File: src/rtl/imm_extend_pipe.sv
// Immediate extender (zero/sign/upper/branch) feeding a 2-entry result FIFO.
// Latency: 1 cycle from input acceptance to out_valid when the FIFO is empty.
// Backpressure: in_ready drops while both FIFO entries are full; out_data holds while stalled.
module imm_extend_pipe #(
  parameter int IN_W  = 16,
  parameter int OUT_W = 32
) (
  input  logic             Clk,
  input  logic             Reset,
  input  logic [IN_W-1:0]  in_data,
  input  logic [1:0]       in_mode,
  input  logic             in_valid,
  output logic             in_ready,
  output logic [OUT_W-1:0] out_data,
  output logic             out_valid,
  input  logic             out_ready,
  output logic [15:0]      ext_neg_count
);

  localparam int PAD = OUT_W - IN_W;

  typedef enum logic [1:0] {
    MODE_ZEXT  = 2'b00,
    MODE_SEXT  = 2'b01,
    MODE_UPPER = 2'b10,
    MODE_BRANCH = 2'b11
  } mode_e;

  logic [OUT_W-1:0] mem_q [2];
  logic [OUT_W-1:0] mem_d [2];
  logic             wr_ptr_q, wr_ptr_d;
  logic             rd_ptr_q, rd_ptr_d;
  logic [1:0]       count_q, count_d;
  logic [15:0]      neg_q, neg_d;

  logic             push;
  logic             pop;
  logic             neg_hit;
  logic [OUT_W-1:0] sext_res;
  logic [OUT_W-1:0] ext_res;

  // Extension datapath: all four results derive from the same immediate.
  always_comb begin
    sext_res = {{PAD{in_data[IN_W-1]}}, in_data};
    ext_res  = '0;
    case (mode_e'(in_mode))
      MODE_ZEXT:   ext_res = {{PAD{1'b0}}, in_data};
      MODE_SEXT:   ext_res = sext_res;
      MODE_UPPER:  ext_res = {in_data, {PAD{1'b0}}};
      MODE_BRANCH: ext_res = {sext_res[OUT_W-3:0], 2'b00};
      default:     ext_res = '0;
    endcase
  end

  // Handshake view of the FIFO; count==0 forces out_data to zero (also during reset).
  always_comb begin
    in_ready  = (count_q != 2'd2) && !Reset;
    out_valid = (count_q != 2'd0);
    out_data  = out_valid ? mem_q[rd_ptr_q] : '0;
    push      = in_valid && in_ready;
    pop       = out_valid && out_ready;
    neg_hit   = push && in_mode[0] && in_data[IN_W-1];
  end

  // Next-state: write at wr_ptr, read at rd_ptr, both pointers wrap modulo 2.
  always_comb begin
    mem_d    = mem_q;
    wr_ptr_d = wr_ptr_q;
    rd_ptr_d = rd_ptr_q;
    count_d  = count_q;
    neg_d    = neg_q + {15'd0, neg_hit};
    if (push) begin
      mem_d[wr_ptr_q] = ext_res;
      wr_ptr_d        = ~wr_ptr_q;
    end
    if (pop) begin
      rd_ptr_d = ~rd_ptr_q;
    end
    case ({push, pop})
      2'b10:   count_d = count_q + 2'd1;
      2'b01:   count_d = count_q - 2'd1;
      default: count_d = count_q;
    endcase
  end

  // State registers; reset discards buffered results without waiting for an edge.
  always_ff @(posedge Clk or posedge Reset) begin
    if (Reset) begin
      mem_q[0] <= '0;
      mem_q[1] <= '0;
      wr_ptr_q <= 1'b0;
      rd_ptr_q <= 1'b0;
      count_q  <= 2'd0;
      neg_q    <= 16'd0;
    end else begin
      mem_q    <= mem_d;
      wr_ptr_q <= wr_ptr_d;
      rd_ptr_q <= rd_ptr_d;
      count_q  <= count_d;
      neg_q    <= neg_d;
    end
  end

  assign ext_neg_count = neg_q;

endmodule
File: config.mk
export PLATFORM = sky130hd
export DESIGN_NAME = imm_extend_pipe
export DESIGN_NICKNAME = d
export VERILOG_FILES = /design/src/rtl/imm_extend_pipe.sv
export SDC_FILE = /design/constraint.sdc
export NUM_CORES = 1
export LEC_CHECK = 0
export CORE_UTILIZATION = 30
export CTS_CLUSTER_SIZE = 30
export DETAILED_ROUTE_END_ITERATION = 8
export SLEW_MARGIN = 0
export SYNTH_ARGS = -nofsm -noshare
export SYNTH_HDL_FRONTEND = slang
export SYNTH_SLANG_ARGS = --single-unit
export TNS_END_PERCENT = 5
File: constraint.sdc
create_clock -name Clk -period 8.1 [get_ports Clk]
set_clock_uncertainty 0.15 [all_clocks]
set_input_delay 1.215 -clock Clk [delete_from_list [all_inputs] [get_ports Clk]]
set_output_delay 1.215 -clock Clk [all_outputs]
set_load 0.02 [all_outputs]
---- After elaboration in Yosys (flattened, before gate mapping) ----
Cells that the tools add are included.
word-level totals
  register bits after elaboration ......... 84
  latch bits .............................. 0
  memory bits (writable) .................. 0
  ROM bits ................................ 0
  output and inout bits ................... 50
  logic and storage cells ................. 41
  memories kept ........................... 0
cells by class
  $add $sub $neg .......................... 3
  multipliers ............................. 0
  divide/modulo/power cells ............... 0
  magnitude comparators ................... 3
  equality and inequality tests ........... 6
  shift operators ......................... 0
  muxes and demuxes ....................... 9
  bitwise operators ....................... 4
  reduce and logical (&&, ||, !) cells .... 10
operators with widths
  operator             count
  $mux 32              5
  $pmux 32 s4          1
  $bwmux 64            1
  $demux 32 s1         1
  $add 16x1->16        1
  $eq 2x2->1 const B   3
  $logic_and 1x1->1    6
  $eq 2x1->1 const B   2
  $ge 2x2->1 const B   2
  $not 1->2            2
  $pmux 2 s2           1
  $reduce_bool 2->1    2
  $add 2x1->2 const B  1
  $logic_not 2->1      1
  $lt 2x1->1 const B   1
  $ne 2x2->1 const B   1
  $not 1->1            2
  $sub 2x1->2 const B  1
  $logic_not 1->1      1

---- Longest topological paths before layout ----
Gate-level depths: netlist of the first run.
  depth in word-level cells ............... 6
  mapped depth ............................ 9
  mapped depth without buffers ............ 8

---- Least setup slack after synthesis of the first run ----
No wires, ideal clock.
  path kind ............................... input-to-reg
  start point ............................. input Reset
  end point ............................... register neg_q[12] (netlist: ext_neg_count[12])
  setup time .............................. 80 ps
  data arrival time ....................... 4567 ps
  slack ................................... 3303 ps
  cell stages on the path ................. 8
  path buffers ............................ 0
  cells stage by stage .................... inv_1 -> nand3_1 -> nor2b_1 -> ha_1 -> ha_1 -> nand3_1 -> nor4_1 -> xor2_1
between the ends
  cells in the longest elaborated chain, start to end .. 6
ends and longest elaborated chain
  item                              line  RTL
  start, declared                   9     input logic Reset,
  $logic_not 1->1 (no source line)  -
  $logic_and 1x1->1                 57    in_ready = (count_q != 2'd2) && !Reset;
  $logic_and 1x1->1                 60    push = in_valid && in_ready;
  $logic_and 1x1->1 (2 in series)   62    neg_hit = push && in_mode[0] && in_data[IN_W-1];
  $add 16x1->16                     71    neg_d = neg_q + {15'd0, neg_hit};
  via neg_d[12]                     34    logic [15:0] neg_q, neg_d;
  end signal, assigned              100   neg_q <= neg_d;
  end, declared                     34
The timed path passes the listed nets, and every way through them passes these cells.
A chain may end at the register's enable or synchronous reset.

---- Final worst setup path of the first run ----
  start point ............................. input Reset
  end point ............................... output in_ready
between the ends
  cells in the longest elaborated chain, start to end .. 2
ends and longest elaborated chain
  item                              line  RTL
  $logic_not 1->1 (no source line)  -
  $logic_and 1x1->1                 57
  end, declared                     13    output logic in_ready,
No other way between the ends.

==> results of run 1 <==
[power by group through the flow]
stage	registers, mW	logic [mW]	clock network (mW)
2_1_floorplan	0.689	0.663	0
3_3_place_gp	0.745	0.971	0
3_5_place_dp	0.754	0.977	0
4_1_cts	0.749	0.984	0.384
5_1_grt	0.772	1.04	0.406
6_report	0.746	0.965	0.378
[stage by stage]
step,power (mW),setup slack [ns],hold slack (ns),cell area (sq um),instances
floorplan,1.35,3.30,0.314,4250,334
global placement,1.72,3.33,0.318,5070,569
detailed placement,1.73,3.29,0.318,5070,569
CTS,2.12,3.29,0.326,5350,585
global route,2.21,3.15,0.351,5350,585
finish,2.09,3.41,0.326,5350,585
[sequential cells by signal (all words and copies together) (netlist names)]
| name | cells |
|---|---|
| wr_ptr_q | 1 |
| count_q | 2 |
| rd_ptr_q | 1 |
| mem_q | 64 |
| ext_neg_count | 16 |
[cell families after synthesis]
logic type	Yosys count
and+or+nand+nor	71
xor gates and xnor gates	19
muxes	97
AOI/OAI and AO/OA	31
buffers and inverters	28
DFF	84
adders and majority gates	4
[worst paths after layout]
kind	slack [ns]	end
min reg2reg	0.33	ext_neg_count[15]
max reg2reg	5.87	ext_neg_count[12]
min in group asynchronous	1.40	wr_ptr_q
max in group asynchronous	5.57	rd_ptr_q
min	0.33	ext_neg_count[15]
max	3.41	in_ready
[cell usage in the layout (no fill, tap or decap), types with 10 or more instances in the layout]
cell type,synthesis,layout
xor2_1,10,10
mux2_4,29,29
nor2_1,35,34
nand3_1,11,11
a22o_1,13,13
clkdlybuf4s50_1,0,71
a21o_1,10,10
mux2_2,32,32
mux2i_1,35,35
dfrtp_1,84,83
[area by class of cell]
type,instances,share of cell area (%)
clock inverters,7,0.935
multi-input cells,222,36.9
well taps,180,4.21
inverters,8,0.585
flip-flops and latches,84,39.3
clock buffers,9,4.21
repair buffers,75,13.8
[per-layer routing]
layer / track usage [%] / vias to the layer above / share of wire [%]
met1: 17.5 / 1388 / 46
met3: 2.77 / 12 / 3.4
li1: - / 1303 / -
met2: 22.4 / 46 / 49
met5: 0 / - / 0
met4: 5.86 / 0 / 1.9
==> summary.md, run 1 <==
| Metric | Value |
|---|---|
| Leakage Power | `~2.5 nW` |
| Post-synth top cells | `dfrtp_1 (84), mux2i_1 (35), nor2_1 (35)` |
| Synthesized area per cell | `12.7 sq um` |
| Cell count after synthesis | `about 330` |
| Area share of the largest cell type after synthesis | `49.5%` |
| Routed vias/inst | `~4.7` |
| Iteration count of the initial detailed-routing pass | `4` |
| Largest family of logic cells by synthesized area | `multiplexers` |
| Dpl hpwl | `6.63 mm` |
| Critical path depth in cells | `5` |
| Slowest stage delay, CP | `0.77 ns` |
| Die H | `121 um` |
| CORE AREA | `approximately 14,000 sq um` |
| Final Util | `roughly two fifths` |
| Initial antenna violation count | `0` |
| Arrival @ worst endpoint | `~3.3 ns` |
| Port bufs | `71` |
| Final global-route overflow total | `0` |
| Max Buffers Root-to-Sink | `2` |
| P&R area growth vs syn | `25.9%` |
| Sequential Area | `approximately 2100 sq um` |
| Multiplexer share of the synthesized area | `between 20 and 30%` |
| CP delay by family, top | `buffers and inverters` |
| Root Driver | `clkbuf_16` |
| Worst-case reg-to-reg path depth | `8` |
| Global placement routability congestion | `roughly 0.74` |
| Sequential fraction of the synthesis area | `roughly 49%` |
| Clk_lat worst skew | `approximately 0.34 ns` |
| Peak VDD IR | `161 uV` |
| CP max-delay cell | `buf_4` |
| Max Transition Viols Final | `0` |
| Hold_sp | `ext_neg_count[15]` |
| Post_cts resized | `0` |
| RSZ-0062 raised after global routing | `false` |
| WP data required | `between 6 and 7 ns` |
| Slew margin rel. | `26.4%` |
| Fillers | `1,315` |
| Worst-path fanout max | `87` |
| Post-Syn Area | `4250 sq um` |
| Vias in the first global route | `slightly below 3k` |
| Internal power | `approximately 1.3 mW` |
| Num CTS Buffers | `9` |
| Status | `complete, no violations` |
| Initial core utilization | `approximately 31%` |
| Xor/xnor share of the synthesized area | `around 4%` |
| Total GRT Usage | `roughly 14%` |
| Worst slew pin tran | `roughly 1.1 ns` |
| Comb power frac | `46.2%` |
| Most area-consuming cells after synthesis | `dfrtp_1 (49%), mux2_4 (10%), mux2_2 (8.5%), mux2i_1 (8.2%), nor2_1 (3.1%)` |
| Adder-Cell Fraction of Synth Area | `under 10%` |
| CP Cell Sequence | `clkdlybuf4s50_1 -> clkinv_2 -> buf_4 -> and2_1 -> clkdlybuf4s50_1` |
| Tcrit/Tclk final | `between 50% and 60%` |
| PwrDens | `~390 nW/um^2` |
| FMAX | `213 MHz` |
| Netlist cell types | `32` |
| Clock network fraction of design power | `18.1%` |
| Simple-Gate Fraction of Synth Area | `8.33%` |
| Sw Ratio | `35.9%` |
| Antenna diode count | `0` |
| Crit-path most repeated cell | `clkdlybuf4s50_1` |
| Total Nets Final | `about 430` |
| Post-synth EDFFs | `0` |
| Most common cell in the netlist | `dfrtp_1` |
| Largest net degree at the start of global routing | `just under 90` |
| Type of the worst setup path | `input pin to output port` |
| Clk sinks | `84` |
| CTS tree | `yes` |
| Synth Area in Compound Gates | `roughly 5.7%` |
| Ports | `about 70` |
| Psw | `0.749 mW` |
| Synth warn | `0` |
| Synth Flop Type | `dfrtp_1` |
| Routed len/inst | `16.3 um` |
| Die span in x | `about 120 um` |
| Worst path bufs/invs | `4` |
| Max-cap viol count | `0` |
| Hold-fix buffers, CTS | `0` |
| Flops & latches, synth | `84` |
| Hold Vio Cnt, Final | `0` |
| First-pass GRT wire length | `between 15 and 20 mm` |
| DRC | `0` |
| Die ar. | `between 10,000 and 15,000 sq um` |
| Register clock-pin slew on the reported worst setup and hold paths | `0.06 ns` |
| Synth area leader | `dfrtp_1` |
| Ys async rst share | `100%` |
| Via Count | `around 2.7k` |
| Post-DRT Antenna Nets | `0` |
| Worst Setup SP | `Reset` |
| Share of post-route cells with drive strength above 1 | `between 20% and 30%` |
| DR iter-0 viols | `~130` |
| WL final | `9.52 mm` |
| Setup crit end kind | `output port` |
| Syn nets | `360` |
| Site Rows | `43` |
| H-tree depth | `3` |
| R2r startpoint | `count_q[0]` |
| Multi-input gate area | `about 2000 sq um` |
| Type of origin of the critical path | `input pin` |
| Setup TNS | `0 ns` |
| Minimum clock period | `approximately 4.7 ns` |
| Endpoints failing setup | `0` |
| Post-CTS setup buffers | `0` |
| Hold path depth | `1` |
| Register share of total power | `between 30 and 40%` |
| Hold Crit Class | `flip-flop to flip-flop` |
(Power assumes the default switching activity.)
==> run 2: changes to the inputs <==
clock period = 3.9 ns   (was 8.1 ns; I/O delays follow)
==> run 2 against run 1 <==
Compared with the run above:
- via count shrank 0.62%
- sequential cell count is the same
- combinational power grew 110%
- critical endpoint is now out_data[27]
- largest cell class unchanged
- highest routed layer unchanged
==> summary.md, run 2 (synthesis results as in run 1) <==
| Metric | Value |
|---|---|
| Initial core utilization | `about 30%` |
| DRC | `0` |
| Ports | `72` |
| Hold Crit Class | `flip-flop to flip-flop` |
| Type of origin of the critical path | `flip-flop` |
| Reg-to-reg endpoint | `ext_neg_count[14]` |
| Sink of the worst hold path | `ext_neg_count[15]` |
| Final Util | `about two fifths` |
| Post_cts resized | `0` |
| WP data required | `3.16 ns` |
| Port bufs | `71` |
| H-tree depth | `3` |
| Worst-case reg-to-reg path depth | `8` |
| Max Transition Viols Final | `0` |
| Post-DRT Antenna Nets | `0` |
| Sequential Area | `2100 sq um` |
| Vias in the first global route | `2,895` |
| Slew margin rel. | `43.5%` |
| First-pass GRT wire length | `~16 mm` |
| Root Driver | `clkbuf_16` |
| Reg2reg setup slack | `1.72 ns` |
| Hold-fix buffers, CTS | `0` |
| Dpl hpwl | `a little over 7 mm` |
| Antenna diode count | `0` |
| Hold Vio Cnt, Final | `0` |
| Minimum clock period | `between 3 and 4 ns` |
| Register clock-pin slew on the reported worst setup and hold paths | `roughly 0.060 ns` |
| Cell Count, Final, Fillers Out | `~590` |
| Fillers | `around 1.3k` |
| Hold_sp | `ext_neg_count[15]` |
| Site Rows | `43` |
| Die H | `between 100 and 150 um` |
| Tcrit/Tclk final | `between 70 and 80%` |
| Max FFs per register | `64` |
| Final Cell Area | `about 5400 sq um` |
| DR iter-0 viols | `100` |
| PwrDens | `820 nW/um^2` |
| Share of post-route cells with drive strength above 1 | `22.9%` |
| Num CTS Buffers | `9` |
| Total Nets Final | `429` |
| Die ar. | `between 10,000 and 15,000 sq um` |
| Post-Place Worst Slack | `0.876 ns` |
| R2r startpoint | `count_q[0]` |
| Peak VDD IR | `~380 uV` |
| RSZ-0062 raised after global routing | `false` |
| Status | `complete, no violations` |
| Final global-route overflow total | `0` |
| Arrival @ worst endpoint | `between 2 and 2.5 ns` |
| P&R area growth vs syn | `26.9%` |
| Leakage Power | `2.52 nW` |
| Max Buffers Root-to-Sink | `2` |
| Die span in x | `between 100 and 150 um` |
| CTS tree | `yes` |
| Total GRT Usage | `between 10% and 20%` |
| Max-cap viol count | `0` |
| Dpl cells | `572` |
| Hold path depth | `1` |
| Final WS setup | `around 0.87 ns` |
| Endpoints failing setup | `0` |
| Initial antenna violation count | `0` |
| Iteration count of the initial detailed-routing pass | `4` |
| Routed len/inst | `~17 um` |
| Via Count | `2,732` |
| Largest net degree at the start of global routing | `53` |
| Worst-path fanout max | `20` |
| Post-DP Area | `about 5100 sq um` |
| Multi-input gate area | `1970 sq um` |
| CORE AREA | `13,800 sq um` |
| Most common cell after layout, fill and taps aside | `dfrtp_1` |
| Setup crit end kind | `output port` |
| Setup TNS | `0 ns` |
| FMAX | `331 MHz` |
| Global placement routability congestion | `0.766` |
| Register name with the most flops | `mem_q` |
| Clk_lat worst skew | `around 0.33 ns` |
| Clk sinks | `84` |
| Type of the worst setup path | `flip-flop to output port` |
| Routed vias/inst | `4.65` |
| Commonest non-fill, non-tap cells in the layout | `dfrtp_1 (83), clkdlybuf4s50_1 (71), mux2i_1 (35)` |
| Worst slew pin tran | `about 0.85 ns` |
| Post-CTS setup buffers | `0` |
| WL final | `9.73 mm` |
## run 2: cell count changes in the layout (fill, tap and decap cells not counted)
cell       before  now
buf_4           4    7
clkinv_2        3    1
inv_6           2    0
bufinv_16       0    1
clkbuf_1        0    1
clkbuf_8        0    1
## run 2: cell type report
class | count | share of cell area [%]
timing repair buffer | 78 | 14.2
sequential | 84 | 39.0
clock buffer | 11 | 4.50
tap | 180 | 4.18
clock inverter | 4 | 0.928
multi-input combinational | 222 | 36.6
inverter | 8 | 0.626
## run 2: how the worst max path moves through the flow
stage | cells after the start | from | end
after global placement | 8 | in_mode[0] | ext_neg_count[14]
after global routing | 4 | count_q[1] | out_data[13]
after floorplan | 8 | Reset | ext_neg_count[14]
after CTS | 4 | count_q[1] | out_data[27]
after detailed placement | 8 | in_mode[0] | ext_neg_count[14]
final | 4 | count_q[1] | out_data[27]
## run 2: metal layers
layer | part of all wire [%] | global-route usage, % | routed length, um
met1 | 47 | 19.5 | 4600
met2 | 47 | 21.6 | 4560
met3 | 3.0 | 2.63 | 292
met4 | 2.8 | 6.56 | 269
met5 | 0 | 0 | 0
## run 2: per-stage QoR
| step | hold WS (ns) | total power, mW |
|---|---|---|
| 2_1_floorplan | 0.314 | 2.81 |
| 3_3_place_gp | 0.323 | 3.57 |
| 3_5_place_dp | 0.319 | 3.62 |
| 4_1_cts | 0.331 | 4.48 |
| 5_1_grt | 0.350 | 4.70 |
| 6_report | 0.319 | 4.42 |
## run 2: critical path, stage by stage, from the launching register on
cell,delay [ns]
dfrtp_1,0.43
nor2_2,0.52
buf_4,0.37
nor2_1,0.09
clkdlybuf4s50_1,0.55
## run 2: power by group
group / leakage, nW / total, mW / internal, mW / switching, mW
registers: 1.05 / 1.52 / 1.25 / 0.271
logic: 1.33 / 2.07 / 1.11 / 0.953
clock network: 0.138 / 0.840 / 0.509 / 0.331
==> run 3: changes to the inputs <==
clock period = 2.7 ns   (was 3.9 ns; I/O delays follow)
==> run 3 against run 2 <==
Compared with the run above:
- wire length is 2.9% higher
- first-iteration DRC count rose by 90%
- combinational power grew 52%
- critical path depth stayed put
- critical endpoint is now out_data[3]
- largest cell class unchanged
- largest power group unchanged
==> summary.md, run 3 (synthesis results as in run 1) <==
| Metric | Value |
|---|---|
| Port bufs | `between 70 and 80` |
| Final Power | `~6.6 mW` |
| Hold Crit Class | `flip-flop to flip-flop` |
| Ports | `between 70 and 80` |
| Register name with the most flops | `mem_q` |
| Peak VDD IR | `~470 uV` |
| Vias in the first global route | `approximately 3.0k` |
| Site Rows | `43` |
| Max Transition Viols Final | `0` |
| DRC | `0` |
| P&R area growth vs syn | `30.8%` |
| Routed vias/inst | `4.76` |
| DR iter-0 viols | `190` |
| Hold-fix buffers, CTS | `0` |
| Share of post-route cells with drive strength above 1 | `around a quarter` |
| Worst slew pin tran | `~1.1 ns` |
| Die ar. | `between 10,000 and 15,000 sq um` |
| Routed len/inst | `~17 um` |
| Initial core utilization | `between 30% and 40%` |
| Max Buffers Root-to-Sink | `2` |
| Sw Ratio | `34.8%` |
| Hold path depth | `1` |
| Clk sinks | `84` |
| Commonest non-fill, non-tap cells in the layout | `dfrtp_1 (83), clkdlybuf4s50_1 (71), mux2i_1 (35)` |
| Dpl hpwl | `6.71 mm` |
| Type of origin of the critical path | `flip-flop` |
| Internal power | `4.33 mW` |
| Clk_lat worst skew | `about 0.34 ns` |
| Antenna diode count | `0` |
| Max-cap viol count | `0` |
| Register clock-pin slew on the reported worst setup and hold paths | `about 0.06 ns` |
| Worst-path fanout max | `10` |
| Largest net degree at the start of global routing | `between 80 and 90` |
| WL final | `10.0 mm` |
| Psw | `2.31 mW` |
| Worst hold margin | `~0.35 ns` |
| Hold Vio Cnt, Final | `0` |
| Register share of total power | `32.5%` |
| Iteration count of the initial detailed-routing pass | `5` |
| Num CTS Buffers | `9` |
| CTS tree | `yes` |
| Final global-route overflow total | `0` |
| Arrival @ worst endpoint | `1.98 ns` |
| Tcrit/Tclk final | `93.9%` |
| Root Driver | `clkbuf_16` |
| Global placement routability congestion | `between 0.8 and 0.9` |
| Die H | `121 um` |
| Slew margin rel. | `roughly 28%` |
| WP data required | `2.14 ns` |
| RSZ-0062 raised after global routing | `false` |
| Total GRT Usage | `~14%` |
| Clock network fraction of design power | `20.2%` |
| Leakage Power | `between 2 and 3 nW` |
| Die span in x | `around 120 um` |
| Setup crit end kind | `output port` |
| Type of the worst setup path | `flip-flop to output port` |
| First-pass GRT wire length | `between 15 and 20 mm` |
| PwrDens | `between 1000 and 1500 nW/um^2` |
| Via Count | `~2.8k` |
| Post-DRT Antenna Nets | `0` |
| FMAX | `394 MHz` |
| CORE AREA | `approximately 14,000 sq um` |
| Worst-case reg-to-reg path depth | `8` |
| Minimum clock period | `around 2.5 ns` |
| Initial antenna violation count | `0` |
| Comb power frac | `47.3%` |
| Status | `complete, no violations` |
| Max FFs per register | `64` |
| H-tree depth | `3` |
| Total Nets Final | `436` |
| Most common cell after layout, fill and taps aside | `dfrtp_1` |
| Endpoints failing setup | `0` |
==> run 3: changes by cell type in the layout (fill, tap and decap cells not counted), moves of 2 or more <==
cell     delta
buf_12      +4
inv_6       +2
ha_1        -2
nand3_2     +2
nand3_1     -2
buf_4       +3
==> run 3: cell type report <==
cell class,instances,area [sq um]
Tap cell,180,225
Fill cell,1323,8270
Inverter,8,33.8
Multi-Input combinational cell,222,2010
Sequential cell,84,2100
Clock inverter,7,98.8
Timing Repair Buffer,85,866
Clock buffer,9,225
==> run 3: worst paths after layout <==
check,startpoint,to,slack [ns]
max,rd_ptr_q,out_data[3],0.16
min,mem_q[1],mem_q[1],0.35
max reg2reg,count_q[0],ext_neg_count[12],0.64
min reg2reg,mem_q[1],mem_q[1],0.35
max in group asynchronous,Reset,rd_ptr_q,0.92
min in group asynchronous,Reset,wr_ptr_q,0.73
==> run 3: worst max-delay path: stages, from the launching register on <==
cell             delay, ns
dfrtp_2               0.51
buf_4                 0.27
mux2i_1               0.25
nor2_1                0.07
clkdlybuf4s50_1       0.54
==> run 3: through the flow <==
step	util (%)	TNS (ns)	worst slack [ns]	cells	cell area [sq um]
final	40.2	0	0.165	595	5560
after global routing	40.2	0	0.0764	595	5560
after CTS	39.9	0	0.0321	590	5520
after detailed placement	37.6	0	0.239	574	5190
after global placement	37.6	0	0.295	574	5190
after floorplan	-	-6.74	-0.265	334	4280
==> run 3: what timing repair did <==
| action | 4_1_cts | 5_1_grt |
|---|---|---|
| setup endpoints to repair | 0 | 2 |
| buffers inserted | 0 | 5 |
| resized for setup | 0 | 1 |
==> run 3: power groups by stage <==
stage | sequential (mW) | clock [mW] | combinational (mW)
after floorplan | 2.07 | 0 | 1.99
after global placement | 2.14 | 0 | 3.09
after detailed placement | 2.18 | 0 | 3.11
after CTS | 2.16 | 1.38 | 3.13
after global routing | 2.22 | 1.43 | 3.38
final | 2.16 | 1.34 | 3.14
==> run 3: routing by layer <==
layer / global-route usage [%] / vias to the layer above / wire (um)
met5: 0 / - / 0
met4: 4.40 / 0 / 82
met3: 4.84 / 6 / 696
met2: 20.9 / 78 / 4430
met1: 20.3 / 1435 / 4810
li1: - / 1314 / -
